$ cat src/rtl/ex_muldiv_ctrl_if.sv
// ex_muldiv_ctrl_if: EX-stage muldiv request/result bundle.
//   master (EX stage / bench): drives Start/Op/operands and mthi/mtlo writes.
//   slave  (ex_muldiv_ctrl)  : returns Busy/Done/Div0 and the HI/LO registers.
interface ex_muldiv_ctrl_if #(parameter int WIDTH = 32);
  logic             Start_EX;
  logic [1:0]       Op_EX;
  logic [WIDTH-1:0] Operand_A_EX;
  logic [WIDTH-1:0] Operand_B_EX;
  logic             Write_HI_EX;
  logic             Write_LO_EX;
  logic [WIDTH-1:0] Write_Data_EX;
  logic             Busy_EX;
  logic             Done_EX;
  logic             Div0_EX;
  logic [WIDTH-1:0] HI_EX;
  logic [WIDTH-1:0] LO_EX;

  modport master (
    output Start_EX, Op_EX, Operand_A_EX, Operand_B_EX,
           Write_HI_EX, Write_LO_EX, Write_Data_EX,
    input  Busy_EX, Done_EX, Div0_EX, HI_EX, LO_EX
  );

  modport slave (
    input  Start_EX, Op_EX, Operand_A_EX, Operand_B_EX,
           Write_HI_EX, Write_LO_EX, Write_Data_EX,
    output Busy_EX, Done_EX, Div0_EX, HI_EX, LO_EX
  );
endinterface

$ cat src/rtl/ex_muldiv_ctrl.sv
// ex_muldiv_ctrl: radix-2 multi-cycle MULT/MULTU/DIV/DIVU sequencer owning HI/LO.
//   Clk, Reset : clock, synchronous active-high reset.
//   bus        : slave side of ex_muldiv_ctrl_if (request, mthi/mtlo, Busy/Done/Div0, HI/LO).
// The engine works on magnitudes; signs are re-applied in FIXUP. One shared
// {acc_hi, acc_lo} pair serves as product register (multiply) or
// remainder/quotient register (divide).
module ex_muldiv_ctrl #(
  parameter int WIDTH = 32,
  parameter int CNT_W = 6
) (
  input  logic             Clk,
  input  logic             Reset,
  ex_muldiv_ctrl_if.slave  bus
);
  typedef enum logic [1:0] {IDLE, CALC, FIXUP, DONE} state_t;

  state_t             state;
  logic [1:0]         op_q;
  logic               neg_q;    // sign(A)^sign(B), signed ops only
  logic               sa_q;     // sign(A), signed ops only
  logic               div0_q;
  logic [WIDTH-1:0]   a_raw_q;  // original dividend, returned in HI on divide-by-zero
  logic [WIDTH-1:0]   m_q;      // multiplicand or divisor magnitude
  logic [WIDTH-1:0]   acc_hi, acc_lo;
  logic [CNT_W-1:0]   cnt;
  logic               busy_q, done_q, div0_out_q;
  logic [WIDTH-1:0]   hi_q, lo_q;

  // Start-time operand conditioning
  logic             s_signed, s_sa, s_sb;
  logic [WIDTH-1:0] s_mag_a, s_mag_b;
  assign s_signed = ~bus.Op_EX[0];
  assign s_sa     = s_signed & bus.Operand_A_EX[WIDTH-1];
  assign s_sb     = s_signed & bus.Operand_B_EX[WIDTH-1];
  assign s_mag_a  = s_sa ? -bus.Operand_A_EX : bus.Operand_A_EX;
  assign s_mag_b  = s_sb ? -bus.Operand_B_EX : bus.Operand_B_EX;

  // One iteration of shift-add (multiply) or restoring shift-subtract (divide)
  logic [WIDTH:0]   add_sum, rem_sh, diff;
  logic [WIDTH-1:0] hi_n, lo_n;
  assign add_sum = {1'b0, acc_hi} + {1'b0, {WIDTH{acc_lo[0]}} & m_q};
  assign rem_sh  = {acc_hi, acc_lo[WIDTH-1]};
  assign diff    = rem_sh - {1'b0, m_q};

  always_comb begin
    hi_n = acc_hi;
    lo_n = acc_lo;
    if (op_q[1]) begin
      // diff[WIDTH] set means the trial subtract borrowed: restore
      if (!diff[WIDTH]) begin
        hi_n = diff[WIDTH-1:0];
        lo_n = {acc_lo[WIDTH-2:0], 1'b1};
      end else begin
        hi_n = rem_sh[WIDTH-1:0];
        lo_n = {acc_lo[WIDTH-2:0], 1'b0};
      end
    end else begin
      {hi_n, lo_n} = {add_sum, acc_lo[WIDTH-1:1]};
    end
  end

  // Sign correction applied in FIXUP
  logic [2*WIDTH-1:0] prod, prod_fix;
  logic [WIDTH-1:0]   q_fix, r_fix;
  logic               is_signed_q;
  assign is_signed_q = ~op_q[0];
  assign prod        = {acc_hi, acc_lo};
  assign prod_fix    = (is_signed_q && neg_q) ? -prod : prod;
  assign q_fix       = (is_signed_q && neg_q) ? -acc_lo : acc_lo;
  assign r_fix       = (is_signed_q && sa_q)  ? -acc_hi : acc_hi;

  always_ff @(posedge Clk) begin
    if (Reset) begin
      state      <= IDLE;
      op_q       <= '0;
      neg_q      <= 1'b0;
      sa_q       <= 1'b0;
      div0_q     <= 1'b0;
      a_raw_q    <= '0;
      m_q        <= '0;
      acc_hi     <= '0;
      acc_lo     <= '0;
      cnt        <= '0;
      busy_q     <= 1'b0;
      done_q     <= 1'b0;
      div0_out_q <= 1'b0;
      hi_q       <= '0;
      lo_q       <= '0;
    end else begin
      done_q     <= 1'b0;
      div0_out_q <= 1'b0;
      unique case (state)
        IDLE, DONE: begin
          // mthi/mtlo land even alongside a start; the result overwrites later
          if (bus.Write_HI_EX) hi_q <= bus.Write_Data_EX;
          if (bus.Write_LO_EX) lo_q <= bus.Write_Data_EX;
          if (bus.Start_EX) begin
            op_q    <= bus.Op_EX;
            neg_q   <= s_sa ^ s_sb;
            sa_q    <= s_sa;
            a_raw_q <= bus.Operand_A_EX;
            div0_q  <= bus.Op_EX[1] && (bus.Operand_B_EX == '0);
            acc_hi  <= '0;
            if (bus.Op_EX[1]) begin
              m_q    <= s_mag_b;
              acc_lo <= s_mag_a;
            end else begin
              m_q    <= s_mag_a;
              acc_lo <= s_mag_b;
            end
            cnt    <= '0;
            busy_q <= 1'b1;
            state  <= CALC;
          end else begin
            state  <= IDLE;
          end
        end
        CALC: begin
          acc_hi <= hi_n;
          acc_lo <= lo_n;
          cnt    <= cnt + 1'b1;
          if (cnt == CNT_W'(WIDTH-1)) state <= FIXUP;
        end
        FIXUP: begin
          if (op_q[1]) begin
            if (div0_q) begin
              hi_q <= a_raw_q;
              lo_q <= '1;
            end else begin
              hi_q <= r_fix;
              lo_q <= q_fix;
            end
          end else begin
            {hi_q, lo_q} <= prod_fix;
          end
          div0_out_q <= div0_q;
          done_q     <= 1'b1;
          busy_q     <= 1'b0;
          state      <= DONE;
        end
        default: state <= IDLE;
      endcase
    end
  end

  assign bus.Busy_EX = busy_q;
  assign bus.Done_EX = done_q;
  assign bus.Div0_EX = div0_out_q;
  assign bus.HI_EX   = hi_q;
  assign bus.LO_EX   = lo_q;
endmodule
$ cat src/flat_wrapper.sv
// flat-port wrapper written by rule: the top's interface ports become plain ports
module ex_muldiv_ctrl_flat 
#(
  parameter int WIDTH = 32,
  parameter int CNT_W = 6
)
  (Clk, Reset, bus_Start_EX, bus_Op_EX, bus_Operand_A_EX, bus_Operand_B_EX, bus_Write_HI_EX, bus_Write_LO_EX, bus_Write_Data_EX, bus_Busy_EX, bus_Done_EX, bus_Div0_EX, bus_HI_EX, bus_LO_EX);
  ex_muldiv_ctrl_if #(.WIDTH(WIDTH)) bus_i ();
  input  logic Clk;
  input  logic Reset;
  input wire logic [$bits(bus_i.Start_EX)-1:0] bus_Start_EX;
  input wire logic [$bits(bus_i.Op_EX)-1:0] bus_Op_EX;
  input wire logic [$bits(bus_i.Operand_A_EX)-1:0] bus_Operand_A_EX;
  input wire logic [$bits(bus_i.Operand_B_EX)-1:0] bus_Operand_B_EX;
  input wire logic [$bits(bus_i.Write_HI_EX)-1:0] bus_Write_HI_EX;
  input wire logic [$bits(bus_i.Write_LO_EX)-1:0] bus_Write_LO_EX;
  input wire logic [$bits(bus_i.Write_Data_EX)-1:0] bus_Write_Data_EX;
  output wire logic [$bits(bus_i.Busy_EX)-1:0] bus_Busy_EX;
  output wire logic [$bits(bus_i.Done_EX)-1:0] bus_Done_EX;
  output wire logic [$bits(bus_i.Div0_EX)-1:0] bus_Div0_EX;
  output wire logic [$bits(bus_i.HI_EX)-1:0] bus_HI_EX;
  output wire logic [$bits(bus_i.LO_EX)-1:0] bus_LO_EX;
  assign bus_i.Start_EX = bus_Start_EX;
  assign bus_i.Op_EX = bus_Op_EX;
  assign bus_i.Operand_A_EX = bus_Operand_A_EX;
  assign bus_i.Operand_B_EX = bus_Operand_B_EX;
  assign bus_i.Write_HI_EX = bus_Write_HI_EX;
  assign bus_i.Write_LO_EX = bus_Write_LO_EX;
  assign bus_i.Write_Data_EX = bus_Write_Data_EX;
  assign bus_Busy_EX = bus_i.Busy_EX;
  assign bus_Done_EX = bus_i.Done_EX;
  assign bus_Div0_EX = bus_i.Div0_EX;
  assign bus_HI_EX = bus_i.HI_EX;
  assign bus_LO_EX = bus_i.LO_EX;
  ex_muldiv_ctrl #(.WIDTH(WIDTH), .CNT_W(CNT_W)) u_core (.Clk(Clk), .Reset(Reset), .bus(bus_i));
endmodule
$ cat config.mk
export PLATFORM = sky130hd
export DESIGN_NAME = ex_muldiv_ctrl_flat
export DESIGN_NICKNAME = d
export VERILOG_FILES = /design/src/rtl/ex_muldiv_ctrl_if.sv /design/src/rtl/ex_muldiv_ctrl.sv /design/src/flat_wrapper.sv
export SDC_FILE = /design/constraint.sdc
export NUM_CORES = 1
export LEC_CHECK = 0
export CORE_ASPECT_RATIO = 0.6
export CORE_MARGIN = 10
export CORE_UTILIZATION = 40
export CTS_CLUSTER_SIZE = 12
export DETAILED_ROUTE_END_ITERATION = 16
export PLACE_DENSITY_LB_ADDON = 0.08
export SLEW_MARGIN = 20
export SYNTH_ARGS = -nofsm -noshare
export SYNTH_HDL_FRONTEND = slang
export SYNTH_SLANG_ARGS = --single-unit
$ cat constraint.sdc
create_clock -name Clk -period 3 [get_ports Clk]
set_input_delay 0.3 -clock Clk [delete_from_list [all_inputs] [get_ports Clk]]
set_output_delay 0.3 -clock Clk [all_outputs]
set_load 0.1 [all_outputs]
# Word-level counts from Yosys, hierarchy flattened
# Cells that the tools add are included.
# Widths: inputs -> output; s select.
dict set report totals {
  inputBits 103
  word_cells 83
  ramBits 0
  rom_bits 0
  n_memories 0
  latch_bits 0
  out_inout_bits 67
  regBits 208
}
dict set report op_classes {
  addsub 8
  n_eq_ne 8
  order_cmp 0
  n_bitwise 7
  mul 0
  shifts 0
  reduce_logical 14
  div 0
  mux 31
}
# operator count
set ops {}
lappend ops {{$mux 32} 17}
lappend ops {{$pmux 32 s2} 4}
lappend ops {{$neg 32->32} 4}
lappend ops {{$mux 64} 1}
lappend ops {{$neg 64->64} 1}
lappend ops {{$add 32x32->33} 1}
lappend ops {{$sub 33x32->33} 1}
lappend ops {{$and 32x32->32} 1}
lappend ops {{$logic_not 32->1} 1}
lappend ops {{$pmux 6 s2} 1}
lappend ops {{$reduce_and 2->1} 5}
lappend ops {{$add 6x1->6 const B} 1}
lappend ops {{$eq 6x5->1 const B} 1}
lappend ops {{$mux 6} 1}
lappend ops {{$ne 2x2->1 const B} 3}
lappend ops {{$pmux 2 s3} 1}
lappend ops {{$eq 2x2->1 const B} 2}
lappend ops {{$mux 1} 4}
lappend ops {{$reduce_bool 2->1} 2}
lappend ops {{$reduce_or 2->1} 2}
lappend ops {{$logic_and 1x1->1} 3}
lappend ops {{$not 1->1} 3}
lappend ops {{$and 1x1->1} 2}
lappend ops {{$eq 2x1->1 const B} 1}
lappend ops {{5 further kinds} 5}

# Longest topological paths before layout
# Gate-level depths: netlist of run 1.
dict set report logic_depth {
  word_depth 6
  depth_mapped 14
  mapped_depth_nobuf 13
}

# Worst setup path after synthesis of run 1
# OpenSTA, ideal clock, no wires.
dict set report synth_timing {
  path_type {flip-flop to flip-flop}
  start {register u_core.acc_lo[0]}
  end {register u_core.hi_q[20] (netlist: u_core.bus.HI_EX[20])}
  synth_period_minus_slack_ns 3.036
  path_stages_with_launch 15
  n_path_buf 3
  arrival_time_ns 2.951
  setup_slack_ns -0.036
  required_time_ns 2.914
  setup_time_ns 0.086
  path_cell_list {dfxtp_1 inv_1 clkbuf_1 ha_1 nand2b_1 or3_1 clkbuf_2 or4b_1 buf_2 o41ai_2 xnor2_1 nor2_1 a21oi_1 mux2i_1 a211oi_1}
}
dict set report synth_via {
  elab_chain_len 4
}
# element line
set synth_rtl {}
lappend synth_rtl {{start: declaration} ex_muldiv_ctrl.sv:24} ;# logic [WIDTH-1:0] acc_hi, acc_lo;
lappend synth_rtl {{start signal: assignment} ex_muldiv_ctrl.sv:106} ;# acc_lo <= s_mag_a;
lappend synth_rtl {{start signal: assignment} ex_muldiv_ctrl.sv:109} ;# acc_lo <= s_mag_b;
lappend synth_rtl {{start signal: assignment} ex_muldiv_ctrl.sv:120} ;# acc_lo <= lo_n;
lappend synth_rtl {{$neg 64->64} ex_muldiv_ctrl.sv:68} ;# assign prod_fix = (is_signed_q && neg_q) ? -prod : prod;
lappend synth_rtl {{$mux 64} ex_muldiv_ctrl.sv:68}
lappend synth_rtl {{$mux 32} ex_muldiv_ctrl.sv:125} ;# if (op_q[1]) begin
lappend synth_rtl {{$pmux 32 s2} ex_muldiv_ctrl.sv:92} ;# unique case (state)
lappend synth_rtl {{end signal: assignment} ex_muldiv_ctrl.sv:95} ;# if (bus.Write_HI_EX) hi_q <= bus.Write_Data_EX;
lappend synth_rtl {{end signal: assignment} ex_muldiv_ctrl.sv:127} ;# hi_q <= a_raw_q;
lappend synth_rtl {{end signal: assignment} ex_muldiv_ctrl.sv:130} ;# hi_q <= r_fix;
lappend synth_rtl {{end: declaration} ex_muldiv_ctrl.sv:27} ;# logic [WIDTH-1:0] hi_q, lo_q;
# No other way between the ends.
# A chain may end at the register's enable or synchronous reset.

# Final worst setup path of run 1
dict set report layout_timing {
  start {register u_core.m_q[26]}
  end {register u_core.acc_hi[3]}
}
dict set report layout_via {
  elab_chain_len 4
}
# element line
set layout_rtl {}
lappend layout_rtl {{start: declaration} ex_muldiv_ctrl.sv:23} ;# logic [WIDTH-1:0] m_q;
lappend layout_rtl {{start signal: assignment} ex_muldiv_ctrl.sv:105} ;# m_q <= s_mag_b;
lappend layout_rtl {{start signal: assignment} ex_muldiv_ctrl.sv:108} ;# m_q <= s_mag_a;
lappend layout_rtl {{$sub 33x32->33} ex_muldiv_ctrl.sv:43} ;# assign diff = rem_sh - {1'b0, m_q};
lappend layout_rtl {{$mux 32} ex_muldiv_ctrl.sv:50} ;# if (!diff[WIDTH]) begin
lappend layout_rtl {{$mux 32} ex_muldiv_ctrl.sv:48} ;# if (op_q[1]) begin
lappend layout_rtl {{$pmux 32 s2} ex_muldiv_ctrl.sv:92}
lappend layout_rtl {{end signal: assignment} ex_muldiv_ctrl.sv:119} ;# acc_hi <= hi_n;
lappend layout_rtl {{end: declaration} ex_muldiv_ctrl.sv:24}
# No other way between the ends.

==> results of run 1 <==
through the flow:
stage	setup TNS, ns	utilization	setup slack [ns]	cells	area (um^2)
after global placement	-12.85	0.520	-0.494	3319	21800
final	-0.0515	0.568	-0.0392	3384	23800
after detailed placement	-14.56	0.520	-0.513	3319	21800
after global routing	-0.720	0.568	-0.109	3381	23800
after CTS	-0.00883	0.550	-0.00883	3369	23100
after floorplan	0	-	0.0150	2347	17000
worst paths after layout:
path | cells after the start | endpoint | startpoint | slack [ns]
max reg2reg | 12 | u_core.acc_hi[3]$_SDFFE_PP0P_ | u_core.m_q[26]$_SDFFE_PP0P_ | -0.04
min reg2reg | 2 | u_core.m_q[9]$_SDFFE_PP0P_ | u_core.m_q[9]$_SDFFE_PP0P_ | 0.45
min | 2 | u_core.m_q[14]$_SDFFE_PP0P_ | Reset | 0.22
max | 12 | u_core.acc_hi[3]$_SDFFE_PP0P_ | u_core.m_q[26]$_SDFFE_PP0P_ | -0.04
report_power, final:
part	switching [W]	internal, W
Combinational	0.00875	0.00447
Sequential	0.000724	0.00357
Clock	0.00130	0.00172
Total	0.0108	0.00977
registers in the layout, indices dropped and copies added (netlist names):
name / count
u_core.cnt: 6
u_core.state: 2
u_core.a_raw_q: 32
u_core.neg_q: 1
u_core.bus.HI_EX: 32
u_core.bus.Div0_EX: 1
u_core.acc_lo: 32
u_core.bus.Busy_EX: 1
u_core.bus.LO_EX: 32
u_core.acc_hi: 32
u_core.sa_q: 1
u_core.op_q: 2
u_core.bus.Done_EX: 1
u_core.div0_q: 1
u_core.m_q: 32
layer usage:
metal  part of all wire  vias up  routed length [um]
met2               0.38     1074               32100
met4             0.0097        0                 816
met5                  0        -                   0
met3               0.12       56               10100
li1                   -     9391                   -
met1               0.49     9788               41000
what timing repair did:
action | CTS | global route
cloned | 1 | 0
endpoints found under the setup margin | 56 | 72
pin swaps | 37 | 39
setup buffers | 11 | 15
gates resized for setup | 100 | 144
final cells by class:
type                    instances  area, um^2
diodes                          3        7.51
clock buffers                  33         706
clock inverters                 7        70.1
fillers                      4079       18100
inverters                      71         277
multi-input cells            1891       12800
flip-flops and latches        208        4180
well taps                     570         713
repair buffers                601        5020
layout by cell type, fill, tap and decap left out, types with 46 or more instances in the layout:
cell / count
buf_4: 468
nand2_1: 264
a21oi_1: 240
nor2_1: 221
dfxtp_1: 196
o21ai_0: 114
xnor2_1: 105
clkdlybuf4s50_1: 100
xor2_1: 90
inv_1: 61
nor3_1: 59
ha_1: 54
a211oi_1: 52
o211ai_1: 50
mux2i_1: 46
logic make-up (layout without fill, tap and decap cells):
kind of cell,count (synthesis),in the layout,synth area share
XOR/XNOR,196,196,0.101
multiplexers,77,77,0.0473
other,0,3,0
AND/OR/NAND/NOR,792,792,0.216
buffers and inverters,248,712,0.0555
flip-flops,208,208,0.245
adder cells (fa/ha/maj),73,73,0.0546
AO/OA/AOI/OAI,753,753,0.281
==> results by group, run 1 <==
Critical path
  • CP cell instances: inv_1 -> ha_1 -> nand2_1 -> o21ai_0 -> nand2b_1 -> nand2_1 -> or2_2 -> o21ai_4 -> nand2_2 -> buf_12 -> o211ai_1 -> a32o_1
  • Critical Path Most Common Cell: nand2_1
  • CP Capture Type: register
  • Crit path launch type: register
  • Crit-path max cell delay: 0.43 ns
  • Crit path buf inv count: 2
  • Data arrival, critical path: 3.51 ns
  • WP data required: 3.47 ns
  • Crit Path Category: reg -> reg
  • Top delay family on crit path: compound AO/OA/AOI/OAI gates
  • CP max-delay cell: dfxtp_1
  • Maximum fanout along the worst path: 11

Global route
  • Global routing usage on met3: 0.0707
  • Largest net degree at the start of global routing: 119
  • Number of global-route vias before repair: 18,700
  • Met1 Usage GRT: 0.493
  • First-pass GRT wire length: 122,000 um
  • Aggregate global-route resource usage: 0.306
  • GRT overflow: 0
  • Most used routing layer: met1
  • Initial antenna violation count: 2
  • GRT met2 Usage: 0.404

Layout
  • Share of layout cells above drive strength 1: 0.269
  • Nets: 2,973
  • Syn-to-layout area delta: 40.0%

Floorplan
  • Initial Utilization: 0.406
  • Core area: 41,900 um^2
  • FP Rows: 58
  • Die Y: 180 um
  • Chip width: 286 um
  • Ports: 170
  • Die footprint: 51,400 um^2

Clock tree
  • Hold Buf Count CTS: 0
  • H-tree levels: 1
  • CTS clock-pin slew for the worst setup and hold paths: 0.07 ns
  • Worst skew pair latency: 0.55 ns
  • TritonCTS clock tree: yes
  • Longest Clk Path Bufs: 3
  • CTS sink cnt: 208
  • Root buffer cell: clkbuf_16
  • Num CTS Buffers: 24

Routing
  • Remaining DRCs: 0
  • WL/cell: 24.9 um
  • DR vias: 20,300
  • Detailed Route Iter0 Violations: 2,791
  • Vias per cell: 6.00
  • Final wirelength: 84,100 um
  • Antenna Violating Nets Remaining: 0
  • DRT Pass-1 Iters: 8

Yosys
  • Post-synth cell types: 74
  • Post-synth top cells: nand2_1, a21oi_1, nor2_1
  • Netlist Area Pre-Place: 17,000 um^2
  • Dominant cells by area after synthesis: dfxtp_1, a21oi_1, nand2_1
  • Area share of the largest cell type after synthesis: 0.245
  • FFs w/ async S/R, synth: 0
  • Ys Warns: 0
  • Mean post-synth cell area: 7.25 um^2
  • Seq/Total Area, Yosys: 0.245
  • Post-synth net total: 2,523
  • Most common cell in the netlist: nand2_1
  • Most used DFF post-synth: dfxtp_1
  • Cell count after synthesis: 2,347
  • Seq cells post-synth: 208
  • Largest area contributor in the synthesized netlist: dfxtp_1
  • EDFF count, synth: 0

STA
  • Slew Limit Fails: 0
  • Slew HR: 0.365
  • Worst hold slack: 0.223 ns
  • Worst slew pin tran: 0.952 ns
  • Final setup viols: 2
  • Period utilization: 1.01
  • Max Clk Rate: 0.329 GHz
  • Layout Skew: 0.0245 ns
  • Final hold vios: 0
  • Final setup margin: -0.0392 ns
  • Minimum clock period: 3.04 ns
  • RSZ-0062 raised after global routing: true

Flow run
  • Max Cap Violations: 0

Power and ir drop
  • Pwr/cell area: 863 nW/um^2
  • Pleak: 9.93 nW
  • Total chip power: 0.0205 W
  • Peak supply drop: 1010 uV

Placement
  • GPL Wtd Cong: 0.980
  • Port Buffers: 169
  • Dpl hpwl: 66,100 um

Worst hold path
  • Hold WC Path Type: in -> reg

Status
  • Failing checks: setup timing
  • Status: finished with violations
No activity file was read; power rests on OpenSTA's default activity.
==> inputs of run 2 (changes only) <==
--- a/config.mk
+++ b/config.mk
@@ -10,6 +10,7 @@
 export CORE_UTILIZATION = 40
 export CTS_CLUSTER_SIZE = 12
 export DETAILED_ROUTE_END_ITERATION = 16
+export GPL_TIMING_DRIVEN = 0
 export PLACE_DENSITY_LB_ADDON = 0.08
 export SLEW_MARGIN = 20
 export SYNTH_ARGS = -nofsm -noshare
==> run 2 against run 1 <==
  * First-iteration DRC count rose by 5.1%
  * Cell count fell by 5.3%
  * Combinational power barely moved
  * Clock skew fell by 0.0040 ns
  * Clock power fell by 6.6%
  * The run still ends with setup timing left
  * Final area fell by 4.0%
==> results by group, run 2 (synthesized netlist as in run 1, its figures left out) <==
Clock tree
  • Root buffer cell: clkbuf_16
  • CTS clock-pin slew for the worst setup and hold paths: 0.07 ns
  • Worst skew pair latency: 0.54 ns
  • Hold Buf Count CTS: 0
  • Num CTS Buffers: 23
  • TritonCTS clock tree: yes
  • H-tree levels: 1
  • CTS sink cnt: 208
  • Longest Clk Path Bufs: 3

Routing
  • Final wirelength: 92,000 um
  • WL/cell: 28.7 um
  • Antenna Violating Nets Remaining: 0
  • Detailed Route Iter0 Violations: 2,933
  • DRT Pass-1 Iters: 7
  • Vias per cell: 6.38
  • DR vias: 20,500
  • Remaining DRCs: 0

STA
  • Worst slew pin tran: 1.02 ns
  • Slew Limit Fails: 0
  • Final setup viols: 56
  • Final setup margin: -0.274 ns
  • Setup TNS: -6.87 ns
  • Minimum clock period: 3.27 ns
  • Final hold vios: 0
  • Max Clk Rate: 0.305 GHz
  • Slew HR: 0.315
  • Period utilization: 1.09
  • RSZ-0062 raised after global routing: true
  • Layout Skew: 0.0205 ns

Layout
  • Syn-to-layout area delta: 34.4%
  • Most common cell after layout, fill and taps aside: nand2_1
  • Most frequent cells in the layout: nand2_1, a21oi_1, nor2_1
  • Fin util: 0.545
  • Share of layout cells above drive strength 1: 0.180
  • Nets: 2,799

Critical path
  • Crit path buf inv count: 3
  • CP Capture Type: register
  • Crit-path max cell delay: 0.41 ns
  • Crit Path Category: reg -> reg
  • Maximum fanout along the worst path: 6
  • Data arrival, critical path: 3.64 ns
  • Crit path launch type: register
  • CP max-delay cell: dfxtp_4
  • WP data required: 3.36 ns
  • Top delay family on crit path: compound AO/OA/AOI/OAI gates
  • CP cell instances: clkinvlp_4 -> buf_12 -> clkbuf_16 -> nor2_2 -> ha_4 -> a21o_1 -> o21bai_4 -> or3_4 -> a211oi_4 -> o211a_1 -> nor4b_2 -> a211oi_2 -> o22ai_1

Status
  • Status: finished with violations
  • Failing checks: setup timing

Global route
  • First-pass GRT wire length: 129,000 um
  • GRT overflow: 0
  • Largest net degree at the start of global routing: 13
  • Initial antenna violation count: 1
  • Aggregate global-route resource usage: 0.333
  • Number of global-route vias before repair: 18,400

Floorplan
  • Chip width: 286 um
  • Die Y: 180 um
  • Ports: 170
  • Initial Utilization: 0.406
  • FP Rows: 58
  • Core area: 41,900 um^2
  • Die footprint: 51,400 um^2

Placement
  • Dpl hpwl: 72,300 um
  • GPL Wtd Cong: 1.02
  • Port Buffers: 168

Worst hold path
  • Hold WC Path Type: in -> reg

Flow run
  • Max Cap Violations: 0

Power and ir drop
  • Total chip power: 0.0205 W
  • Pleak: 8.57 nW
  • Peak supply drop: 943 uV
  • Pwr/cell area: 899 nW/um^2
==> run 2: cell types whose count changed in the layout (fill, tap and decap cells not counted), moves of 10 or more <==
cell and delta:
buf_4 -390, ha_1 -11, clkdlybuf4s50_1 +66, clkbuf_1 +132, nor2_4 +10, o21ai_2 +14, dfxtp_1 -14, o21ai_0 -23
==> run 2: final timing paths <==
path	startpoint	depth (start not counted)	endpoint	slack, ns
min reg2reg	u_core.bus.LO_EX[13]$_SDFFE_PP0P_	2	u_core.bus.LO_EX[13]$_SDFFE_PP0P_	0.46
max	u_core.acc_lo[0]$_SDFFE_PP0P_	13	u_core.acc_hi[29]$_SDFFE_PP0P_	-0.27
min	bus_Operand_A_EX[11]	3	u_core.a_raw_q[11]$_SDFFE_PP0P_	0.17
max reg2reg	u_core.acc_lo[0]$_SDFFE_PP0P_	13	u_core.acc_hi[29]$_SDFFE_PP0P_	-0.27
==> run 2: tightest hold or removal path, delay by kind of cell <==
| kind | cells | cell delay [ns] |
|---|---|---|
| and+or+nand+nor | 1 | 0.09 |
| AOI/OAI and AO/OA | 1 | 0.06 |
| buffers and inverters | 1 | 0.20 |
==> run 2: layer usage <==
layer | global-route usage | up-vias | routed length [um]
met5 | 0 | - | 0
met4 | 0.0458 | 0 | 1460
met3 | 0.135 | 96 | 14700
met2 | 0.421 | 1409 | 33500
met1 | 0.512 | 9925 | 42300
li1 | - | 9030 | -
==> run 2: final cells by class <==
class / count / area [um^2]
antenna: 1 / 2.50
clock buffer: 32 / 639
tap: 570 / 713
fill: 4039 / 19100
clock inverter: 5 / 55.1
multi-input combinational: 1891 / 13600
sequential: 208 / 4210
inverter: 71 / 288
buffer: 162 / 774
timing repair buffer: 266 / 2550
==> run 2: stage by stage <==
stage	cells	hold WS [ns]	setup slack (ns)	cell area (um^2)
after floorplan	2347	0.390	0.0150	17000
after global placement	3085	0.441	-1.47	19400
after detailed placement	3085	0.446	-1.51	19400
after CTS	3173	0.279	-0.177	21900
after global routing	3205	0.160	-0.356	22900
final	3206	0.167	-0.274	22900
==> run 2: power by group <==
| group | internal (W) | switching [W] |
|---|---|---|
| sequential | 0.00358 | 0.00103 |
| combinational | 0.00410 | 0.00900 |
| clock | 0.00156 | 0.00126 |
==> run 2: repair_timing <==
item | 4_1_cts | 5_1_grt
gates cloned | 3 | 2
pin swaps | 78 | 116
gates resized for setup | 323 | 180
setup buffers | 57 | 42
setup endpoints to repair | 148 | 82
